$ cat src/rtl/branch_ctrl_seq_if.sv
// Decode/ALU-facing signal bundle for the branch sequencer.
// The master side is decode plus the ALU flag writer; the slave side is branch_ctrl_seq.
interface branch_ctrl_seq_if #(
  parameter int CNT_W = 16
);
  logic             br_valid;
  logic [4:0]       opcode;
  logic             flags_vld;
  logic [1:0]       flags;
  logic             stall_fetch;
  logic             pc_branch_sel;
  logic             flush;
  logic             busy;
  logic             br_drop;
  logic [CNT_W-1:0] br_total_cnt;
  logic [CNT_W-1:0] br_taken_cnt;
  logic [1:0]       state_dbg;

  modport master (
    output br_valid, opcode, flags_vld, flags,
    input  stall_fetch, pc_branch_sel, flush, busy, br_drop,
    input  br_total_cnt, br_taken_cnt, state_dbg
  );

  modport slave (
    input  br_valid, opcode, flags_vld, flags,
    output stall_fetch, pc_branch_sel, flush, busy, br_drop,
    output br_total_cnt, br_taken_cnt, state_dbg
  );
endinterface

$ cat src/rtl/branch_ctrl_seq.sv
// Branch sequencer: waits for compare flags, resolves the branch, drives PC select
// and pipeline flush on taken branches, and keeps saturating branch statistics.
module branch_ctrl_seq #(
  parameter int FLAG_LAT     = 2,
  parameter int FLUSH_CYCLES = 2,
  parameter int CNT_W        = 16
) (
  input logic              clk,
  input logic              rst_n,
  branch_ctrl_seq_if.slave bus
);
  localparam int MAX_C = (FLAG_LAT > FLUSH_CYCLES) ? FLAG_LAT : FLUSH_CYCLES;
  localparam int CTR_W = (MAX_C > 1) ? $clog2(MAX_C) : 1;

  localparam logic [4:0] OP_BEQ = 5'b10011;
  localparam logic [4:0] OP_BLT = 5'b10100;
  localparam logic [4:0] OP_BGT = 5'b10101;
  localparam logic [4:0] OP_BNE = 5'b10110;

  typedef enum logic [1:0] {
    S_IDLE  = 2'd0,
    S_WAIT  = 2'd1,
    S_EVAL  = 2'd2,
    S_FLUSH = 2'd3
  } state_t;

  state_t           state_q, state_d;
  logic [CTR_W-1:0] ctr_q, ctr_d;
  logic [4:0]       op_q, op_d;
  logic [1:0]       flag_q, flag_d;
  logic [CNT_W-1:0] tot_q, tot_d;
  logic [CNT_W-1:0] tk_q, tk_d;
  logic             drop_q, drop_d;
  logic             is_br;
  logic [1:0]       eff_flags;
  logic             taken;

  // Handshake: br_valid is a one-cycle pulse with no ready. A branch op is taken only
  // in IDLE; one arriving in any other state is discarded and reported on br_drop.
  assign is_br = (bus.opcode == OP_BEQ) || (bus.opcode == OP_BLT) ||
                 (bus.opcode == OP_BGT) || (bus.opcode == OP_BNE);

  always_ff @(posedge clk or negedge rst_n) begin
    if (!rst_n) begin
      state_q <= S_IDLE;
      ctr_q   <= '0;
      op_q    <= '0;
      flag_q  <= '0;
      tot_q   <= '0;
      tk_q    <= '0;
      drop_q  <= 1'b0;
    end else begin
      state_q <= state_d;
      ctr_q   <= ctr_d;
      op_q    <= op_d;
      flag_q  <= flag_d;
      tot_q   <= tot_d;
      tk_q    <= tk_d;
      drop_q  <= drop_d;
    end
  end

  always_comb begin
    state_d   = state_q;
    ctr_d     = ctr_q;
    op_d      = op_q;
    tot_d     = tot_q;
    tk_d      = tk_q;
    taken     = 1'b0;
    flag_d    = bus.flags_vld ? bus.flags : flag_q;
    eff_flags = bus.flags_vld ? bus.flags : flag_q;
    drop_d    = bus.br_valid && is_br && (state_q != S_IDLE);

    case (state_q)
      S_IDLE: begin
        if (bus.br_valid && is_br) begin
          op_d    = bus.opcode;
          ctr_d   = CTR_W'(FLAG_LAT - 1);
          state_d = S_WAIT;
        end
      end
      S_WAIT: begin
        if (ctr_q == '0) state_d = S_EVAL;
        else             ctr_d   = ctr_q - CTR_W'(1);
      end
      S_EVAL: begin
        // eff_flags[1] is Z, eff_flags[0] is N; a flag write this cycle wins.
        case (op_q)
          OP_BEQ:  taken = eff_flags[1];
          OP_BNE:  taken = !eff_flags[1];
          OP_BLT:  taken = eff_flags[0];
          OP_BGT:  taken = !eff_flags[0];
          default: taken = 1'b0;
        endcase
        if (tot_q != '1)          tot_d = tot_q + CNT_W'(1);
        if (taken && tk_q != '1)  tk_d  = tk_q + CNT_W'(1);
        if (taken) begin
          ctr_d   = CTR_W'(FLUSH_CYCLES - 1);
          state_d = S_FLUSH;
        end else begin
          state_d = S_IDLE;
        end
      end
      S_FLUSH: begin
        if (ctr_q == '0) state_d = S_IDLE;
        else             ctr_d   = ctr_q - CTR_W'(1);
      end
      default: state_d = S_IDLE;
    endcase
  end

  assign bus.stall_fetch   = (state_q != S_IDLE);
  assign bus.busy          = (state_q != S_IDLE);
  assign bus.flush         = (state_q == S_FLUSH);
  assign bus.pc_branch_sel = (state_q == S_FLUSH) && (ctr_q == CTR_W'(FLUSH_CYCLES - 1));
  assign bus.br_drop       = drop_q;
  assign bus.br_total_cnt  = tot_q;
  assign bus.br_taken_cnt  = tk_q;
  assign bus.state_dbg     = state_q;
endmodule

$ cat src/flat_wrapper.sv
// flat-port wrapper written by rule: the top's interface ports become plain ports
module branch_ctrl_seq_flat 
#(
  parameter int FLAG_LAT     = 2,
  parameter int FLUSH_CYCLES = 2,
  parameter int CNT_W        = 16
)
  (clk, rst_n, bus_br_valid, bus_opcode, bus_flags_vld, bus_flags, bus_stall_fetch, bus_pc_branch_sel, bus_flush, bus_busy, bus_br_drop, bus_br_total_cnt, bus_br_taken_cnt, bus_state_dbg);
  branch_ctrl_seq_if #(.CNT_W(CNT_W)) bus_i ();
  input logic clk;
  input logic rst_n;
  input wire logic [$bits(bus_i.br_valid)-1:0] bus_br_valid;
  input wire logic [$bits(bus_i.opcode)-1:0] bus_opcode;
  input wire logic [$bits(bus_i.flags_vld)-1:0] bus_flags_vld;
  input wire logic [$bits(bus_i.flags)-1:0] bus_flags;
  output wire logic [$bits(bus_i.stall_fetch)-1:0] bus_stall_fetch;
  output wire logic [$bits(bus_i.pc_branch_sel)-1:0] bus_pc_branch_sel;
  output wire logic [$bits(bus_i.flush)-1:0] bus_flush;
  output wire logic [$bits(bus_i.busy)-1:0] bus_busy;
  output wire logic [$bits(bus_i.br_drop)-1:0] bus_br_drop;
  output wire logic [$bits(bus_i.br_total_cnt)-1:0] bus_br_total_cnt;
  output wire logic [$bits(bus_i.br_taken_cnt)-1:0] bus_br_taken_cnt;
  output wire logic [$bits(bus_i.state_dbg)-1:0] bus_state_dbg;
  assign bus_i.br_valid = bus_br_valid;
  assign bus_i.opcode = bus_opcode;
  assign bus_i.flags_vld = bus_flags_vld;
  assign bus_i.flags = bus_flags;
  assign bus_stall_fetch = bus_i.stall_fetch;
  assign bus_pc_branch_sel = bus_i.pc_branch_sel;
  assign bus_flush = bus_i.flush;
  assign bus_busy = bus_i.busy;
  assign bus_br_drop = bus_i.br_drop;
  assign bus_br_total_cnt = bus_i.br_total_cnt;
  assign bus_br_taken_cnt = bus_i.br_taken_cnt;
  assign bus_state_dbg = bus_i.state_dbg;
  branch_ctrl_seq #(.FLAG_LAT(FLAG_LAT), .FLUSH_CYCLES(FLUSH_CYCLES), .CNT_W(CNT_W)) u_core (.clk(clk), .rst_n(rst_n), .bus(bus_i));
endmodule
$ cat config.mk
export PLATFORM = sky130hd
export DESIGN_NAME = branch_ctrl_seq_flat
export DESIGN_NICKNAME = d
export VERILOG_FILES = /design/src/rtl/branch_ctrl_seq_if.sv /design/src/rtl/branch_ctrl_seq.sv /design/src/flat_wrapper.sv
export SDC_FILE = /design/constraint.sdc
export NUM_CORES = 1
export LEC_CHECK = 0
export CAP_MARGIN = 15
export CORE_MARGIN = 2
export CORE_UTILIZATION = 40
export CTS_CLUSTER_DIAMETER = 30
export DETAILED_ROUTE_END_ITERATION = 10
export PLACE_DENSITY = 0.75
export SYNTH_ARGS = -nofsm -noshare
export SYNTH_HDL_FRONTEND = slang
export SYNTH_SLANG_ARGS = --single-unit
$ cat constraint.sdc
create_clock -name clk -period 1.8 [get_ports clk]
set_clock_uncertainty 0.15 [all_clocks]
set_input_delay 0.36 -clock clk [delete_from_list [all_inputs] [get_ports clk]]
set_output_delay 0.36 -clock clk [all_outputs]
set_load 0.05 [all_outputs]
==> metrics, run 1 <==
top cells by area, synth=dfrtp_1, xor2_1, xnor2_1; drt total wl=5320 um; WP data required=1.82 ns; Async S/R FF share, synth=1.00; Synth Warn #=0; Boundary Pins=50; Max-cap violations=0; Routed wire per std cell=about 15 um; worst skew pair latency=0.29 ns; final worst setup slack=-0.190 ns; crit-path max FO=4; Worst setup SP type=flop; power density over the cells=between 900 and 1000 nW/um^2; crit path capture type=flop; dpl hpwl=3590 um; Commonest cells post-synth=dfrtp_1, nand2_1, xor2_1, xnor2_1, nand3_1; VDD IR-drop max=approximately 640 uV; via/cell ratio=5.05; initial DRC count=59; RSZ-0062 raised after global routing=true; Psw=0.00123 W; die area=5810 um^2; Clock power frac=0.214; Area after DPL=about 3300 um^2; Min-Delay Path Class=in -> reg; initial core utilization=0.411; hold depth=2; largest net degree at the start of global routing=19; GR Overflow Total=0; CTS tree=yes; share of layout cells above drive strength 1=0.586; Sink Count=43; Top Usage Layer GRT=met2; worst hold start=bus_flags_vld; worst-case clock buffer depth=2; wire length of the first global-routing pass=about 9000 um; Switching Fraction=0.352; Synth Cell Area=about 2100 um^2; total track usage=0.188; IO buf count=around 50; share of the synthesized area in the top cell type=0.516; Post-Syn Nets=194; fin. max-slew vios=0; most numerous cell in the Yosys netlist=dfrtp_1; routability cong.=between 0.8 and 0.9; Area Growth Syn to Fin=76.1%; Tmin final=around 2.0 ns; vias in the first global route=~1900; initial antenna violation count=0; kind of critical path=reg -> reg; FF-to-FF setup slack=-0.19 ns; Die X-Extent=76.2 um; Seq cells post-synth=43; GR Layer Usage met3=0.0332; status=finished with violations; Synth area leader=dfrtp_1; Most used DFF post-synth=dfrtp_1; LEAKAGE=between 1.5 and 2 nW; Worst Hold Path EP=u_core.flag_q[1]$_DFF_PN0_; diodes inserted=0; combinational share of power=0.412; Worst Reg-to-Reg Cells=6; Slew Limit Headroom=0.723; fmax=about 500 MHz; Synth Instances=181; Remaining DRCs=0; drt first pass iters=4; Vias=1793; final hold violations=0; final instance area=3670 um^2; Seq/Total Area, Yosys=0.516; crit path DAT=2.01 ns; Worst Tran Pin Value=0.415 ns; routing usage on met2=0.319; clock root buffer=clkbuf_8; worst hold slack=0.287 ns; period utilization=1.11; Placeable Area=5070 um^2; r2r endpoint=u_core.bus.br_taken_cnt[15]$_DFFE_PN0P_; met1 usage=0.240; endpoints failing setup=19; Synth cell types=43; clock slew at reported path FFs=~0.080 ns; Post-synth EDFFs=0; # nets final=between 200 and 300; H-tree levels=2; Cell Rows=26; antenna-violating nets left=0; Reg power frac=0.374; CTS Buf Count=5; P_int=approximately 0.0023 W; failing checks=negative setup slack; worst r2r src=u_core.flag_q[1]$_DFF_PN0_; pre-CTS setup slack=-0.746 ns; die span in y=76.2 um; Avg Inst Size Synth=11.5 um^2
## cells in the final DEF (no fill, tap or decap), types with 2 or more instances in the layout
cell,instances
clkbuf_8,5
dlygate4sd2_1,2
or3_4,2
buf_4,50
ha_4,2
mux2_2,3
and3_4,2
nand4_1,7
nor3_4,2
nor4_4,2
and2_1,2
nor3_1,2
nor2_4,2
xor2_1,14
buf_8,2
clkdlybuf4s50_1,6
mux2i_4,2
a31oi_4,2
nor2_1,4
buf_12,28
or2_4,2
buf_6,8
and3_1,6
dfrtp_1,12
nor2b_1,3
nand3_1,9
dfrtp_2,31
xnor2_1,12
mux2_4,4
nor4b_4,2
nand2_1,17
nand3b_1,2
and4_1,2
a21oi_1,2
nor3_2,4
clkbuf_1,2
inv_1,4
## per-layer routing
layer / part of all wire / up-vias
met4: 0.013 / 0
li1: - / 847
met3: 0.046 / 8
met2: 0.53 / 58
met5: 0 / -
met1: 0.41 / 880
## stage by stage
stage	util	total power [W]	setup TNS, ns	instances
after floorplan	-	0.00202	-0.867	181
after global placement	0.648	0.00259	-11.66	331
after detailed placement	0.648	0.00262	-12.50	331
after CTS	0.698	0.00344	-1.89	345
after global routing	0.724	0.00367	-2.82	355
final	0.724	0.00350	-1.91	355
## critical path, cell delays in order (launching register included)
cell and delay, ns:
dfrtp_1 0.38, mux2_4 0.30, mux2i_4 0.20, o31ai_4 0.32
buf_4 0.19, nor4_4 0.04, mux2_4 0.30
## registers in the layout, summed over array words and instances (netlist names)
name,count
u_core.bus.br_drop,1
u_core.bus.br_taken_cnt,16
u_core.bus.br_total_cnt,16
u_core.bus.state_dbg,2
u_core.ctr_q,1
u_core.flag_q,2
u_core.op_q,5
## power by group through the flow
stage	logic (W)	clock network, W	registers (W)
6_report	0.00144	0.000748	0.00131
4_1_cts	0.00139	0.000756	0.00129
5_1_grt	0.00153	0.000796	0.00134
3_3_place_gp	0.00128	0	0.00131
3_5_place_dp	0.00131	0	0.00131
2_1_floorplan	0.000475	0	0.00154
## area by class of cell
class | instances | area (um^2)
fill | 356 | 1400
multi-input combinational | 131 | 1190
timing repair buffer | 99 | 1150
sequential | 43 | 1110
tap | 70 | 87.6
clock buffer | 7 | 76.3
clock inverter | 1 | 30.0
inverter | 4 | 15.0
## what timing repair did
action	4_1_cts	5_1_grt
cloned	0	0
pin swaps	5	11
hold buffers	1	0
buffers inserted	5	10
setup endpoints to repair	21	31
endpoints found under the hold margin	16	0
resized for setup	25	12
## how the worst max path moves through the flow
stage,start,end,slack (ns),cells after the start
floorplan,u_core.bus.br_taken_cnt[3]$_DFFE_PN0P_,u_core.bus.br_taken_cnt[15]$_DFFE_PN0P_,-0.23,5
global placement,bus_flags_vld,u_core.bus.br_taken_cnt[15]$_DFFE_PN0P_,-0.66,6
detailed placement,bus_flags_vld,u_core.bus.br_taken_cnt[13]$_DFFE_PN0P_,-0.75,7
CTS,u_core.flag_q[1]$_DFF_PN0_,u_core.bus.br_taken_cnt[15]$_DFFE_PN0P_,-0.19,6
global route,u_core.flag_q[1]$_DFF_PN0_,u_core.bus.br_taken_cnt[1]$_DFFE_PN0P_,-0.23,6
finish,u_core.flag_q[1]$_DFF_PN0_,u_core.bus.br_taken_cnt[15]$_DFFE_PN0P_,-0.19,6
## kinds of logic after synthesis
family                   count (synthesis)  synth area share
AO/OA/AOI/OAI                           12            0.0462
XOR/XNOR                                26             0.109
adder cells (fa/ha/maj)                  2            0.0120
buffers and inverters                    7            0.0180
flip-flops                              43             0.516
multiplexers                            10            0.0576
AND/OR/NAND/NOR                         81             0.241
No activity file was read; power rests on OpenSTA's default activity.
==> run 2: changes to the inputs <==
--- a/config.mk
+++ b/config.mk
@@ -6,8 +6,8 @@
 export NUM_CORES = 1
 export LEC_CHECK = 0
 export CAP_MARGIN = 15
-export CORE_MARGIN = 2
 export CORE_UTILIZATION = 40
+export CTS_BUF_LIST = sky130_fd_sc_hd__clkbuf_16
 export CTS_CLUSTER_DIAMETER = 30
 export DETAILED_ROUTE_END_ITERATION = 10
 export PLACE_DENSITY = 0.75
==> metrics, run 2 (synthesized netlist as in run 1, its figures left out) <==
GR Layer Usage met3=0.0515 (+0.0183); pre-CTS setup slack=-0.804 ns (-0.0584 ns); fmax=504 MHz (+0.25%); final worst setup slack=-0.185 ns (+0.00494 ns); via/cell ratio=5.29 (+4.8%); Util after Layout=0.775 (+0.0510); initial DRC count=88 (+49%); antenna-violating nets left=0 (unchanged); # nets final=292 (-1.7%); crit path DAT=2.00 ns (about the same); initial core utilization=0.427 (+0.0164); initial antenna violation count=0 (unchanged); fin. max-slew vios=0 (unchanged); commonest cells after routing, fill and taps aside=buf_4, buf_12, dfrtp_2; power density over the cells=1020 nW/um^2 (+7.2%); WP data required=1.82 ns (about the same); Power, Total=0.00386 W (+10%); clock slew at reported path FFs=0.06 ns (-0.02 ns); IO buf count=49 (unchanged); status=finished with violations; setup TNS=-1.93 ns (-0.0259 ns); Slew Limit Headroom=0.710 (-0.0130); Cell Rows=25 (-3.8%); Die X-Extent=74.2 um (-2.6%); worst hold slack=0.228 ns (-0.0587 ns); endpoints failing setup=21 (+2); H-tree levels=2 (unchanged); total track usage=0.213 (+0.0245); Top Usage Layer GRT=met2; vias in the first global route=1834 (-1.2%); share of layout cells above drive strength 1=0.604 (+0.0176); dpl hpwl=3570 um (-0.40%); worst-case clock buffer depth=2 (unchanged); worst skew pair latency=0.29 ns (about the same); worst hold start=bus_opcode[2]; Area Growth Syn to Fin=81.2%; Worst Tran Pin Value=0.434 ns (+0.0195 ns); drt total wl=5900 um (+11%); Max-cap violations=0 (unchanged); Worst Reg-to-Reg Cells=7 (+1); Worst Hold Path EP=u_core.op_q[2]$_DFFE_PN0P_; routability cong.=0.795 (-4.7%); Placeable Area=4880 um^2 (-3.8%); Tmin final=1.98 ns (-0.00494 ns); die area=5510 um^2 (-5.2%); drt first pass iters=5 (+1); VDD IR-drop max=1050 uV (+65%); clock root buffer=clkbuf_16; commonest non-fill, non-tap cell in the layout=buf_4; CTS Buf Count=5 (unchanged); final hold violations=0 (unchanged); Min-Delay Path Class=in -> reg; Sink Count=43 (unchanged); r2r endpoint=u_core.bus.br_taken_cnt[15]$_DFFE_PN0P_; Boundary Pins=50 (unchanged); Critical Path Slowest Stage Cell=dfrtp_1; largest net degree at the start of global routing=28 (+9); FF-to-FF setup slack=-0.18 ns (about the same); Routed wire per std cell=17.0 um (+13%); met1 usage=0.258 (+0.0179); failing checks=negative setup slack; CP peak stage delay=0.40 ns (+0.02 ns); Vias=1837 (+2.5%); CTS tree=yes; fillers=305 (-14%); crit-path max FO=5 (+1); worst r2r src=u_core.flag_q[0]$_DFF_PN0_; GR Overflow Total=0 (unchanged); RSZ-0062 raised after global routing=true; wire length of the first global-routing pass=8720 um (-1.6%); routing usage on met2=0.369 (+0.0501); kind of critical path=reg -> reg; LEAKAGE=1.65 nW (+2.5%); die span in y=74.2 um (-2.6%); Remaining DRCs=0 (unchanged); crit-path cells=mux2i_4 -> and4b_4 -> o31ai_4 -> buf_6 -> buf_12 -> nor4_4 -> mux2_4; crit path capture type=flop; diodes inserted=0 (unchanged); Worst setup SP type=flop; period utilization=1.10 (-0.00275); hold depth=2 (unchanged)
[run 2: power breakdown]
part           switching, W  internal [W]
Combinational      0.000768      0.000788
Sequential         0.000183       0.00111
Clock              0.000368      0.000647
Total               0.00132       0.00254
[run 2: per-stage QoR]
stage | instance area [um^2] | instances
6_report | 3780 | 347
5_1_grt | 3780 | 347
4_1_cts | 3670 | 340
3_5_place_dp | 3330 | 328
3_3_place_gp | 3330 | 328
2_1_floorplan | 2240 | 181
[run 2: metal layers]
| layer | routed length (um) | share of wire |
|---|---|---|
| met1 | 2360 | 0.40 |
| met5 | 0 | 0 |
| met3 | 234 | 0.040 |
| met4 | 112 | 0.019 |
| met2 | 3190 | 0.54 |
[run 2: worst max path at each step]
| stage | slack, ns | depth (start not counted) | end | start |
|---|---|---|---|---|
| 4_1_cts | -0.18 | 7 | u_core.bus.br_taken_cnt[15]$_DFFE_PN0P_ | u_core.flag_q[1]$_DFF_PN0_ |
| 3_5_place_dp | -0.80 | 7 | u_core.bus.br_taken_cnt[15]$_DFFE_PN0P_ | bus_flags_vld |
| 3_3_place_gp | -0.72 | 7 | u_core.bus.br_taken_cnt[15]$_DFFE_PN0P_ | bus_flags_vld |
| 5_1_grt | -0.23 | 8 | u_core.bus.br_taken_cnt[8]$_DFFE_PN0P_ | u_core.flag_q[0]$_DFF_PN0_ |
| 6_report | -0.18 | 7 | u_core.bus.br_taken_cnt[15]$_DFFE_PN0P_ | u_core.flag_q[0]$_DFF_PN0_ |
| 2_1_floorplan | -0.23 | 5 | u_core.bus.br_taken_cnt[15]$_DFFE_PN0P_ | u_core.bus.br_taken_cnt[3]$_DFFE_PN0P_ |
[run 2: what timing repair did]
action | CTS | global route
hold endpoints to repair | 16 | 0
buffers inserted | 5 | 9
resized for setup | 30 | 15
setup endpoints to repair | 24 | 28
hold buffers | 1 | 0
cloned | 1 | 0
pin swaps | 9 | 6
[run 2: worst max-delay path: cells and delay by family (launching register included)]
kind | cells | cell delay [ns]
and+or+nand+nor | 2 | 0.43
muxes | 2 | 0.53
AOI/OAI and AO/OA | 1 | 0.08
DFF | 1 | 0.40
buffers and inverters | 2 | 0.28
[run 2: area by class of cell]
type	count	area, um^2	share of cell area
Clock buffer	5	125	0.0331
Clock inverter	3	38.8	0.0103
Inverter	4	15.0	0.00397
Multi-Input combinational cell	131	1220	0.322
Sequential cell	43	1110	0.295
Tap cell	67	83.8	0.0222
Timing Repair Buffer	94	1180	0.313
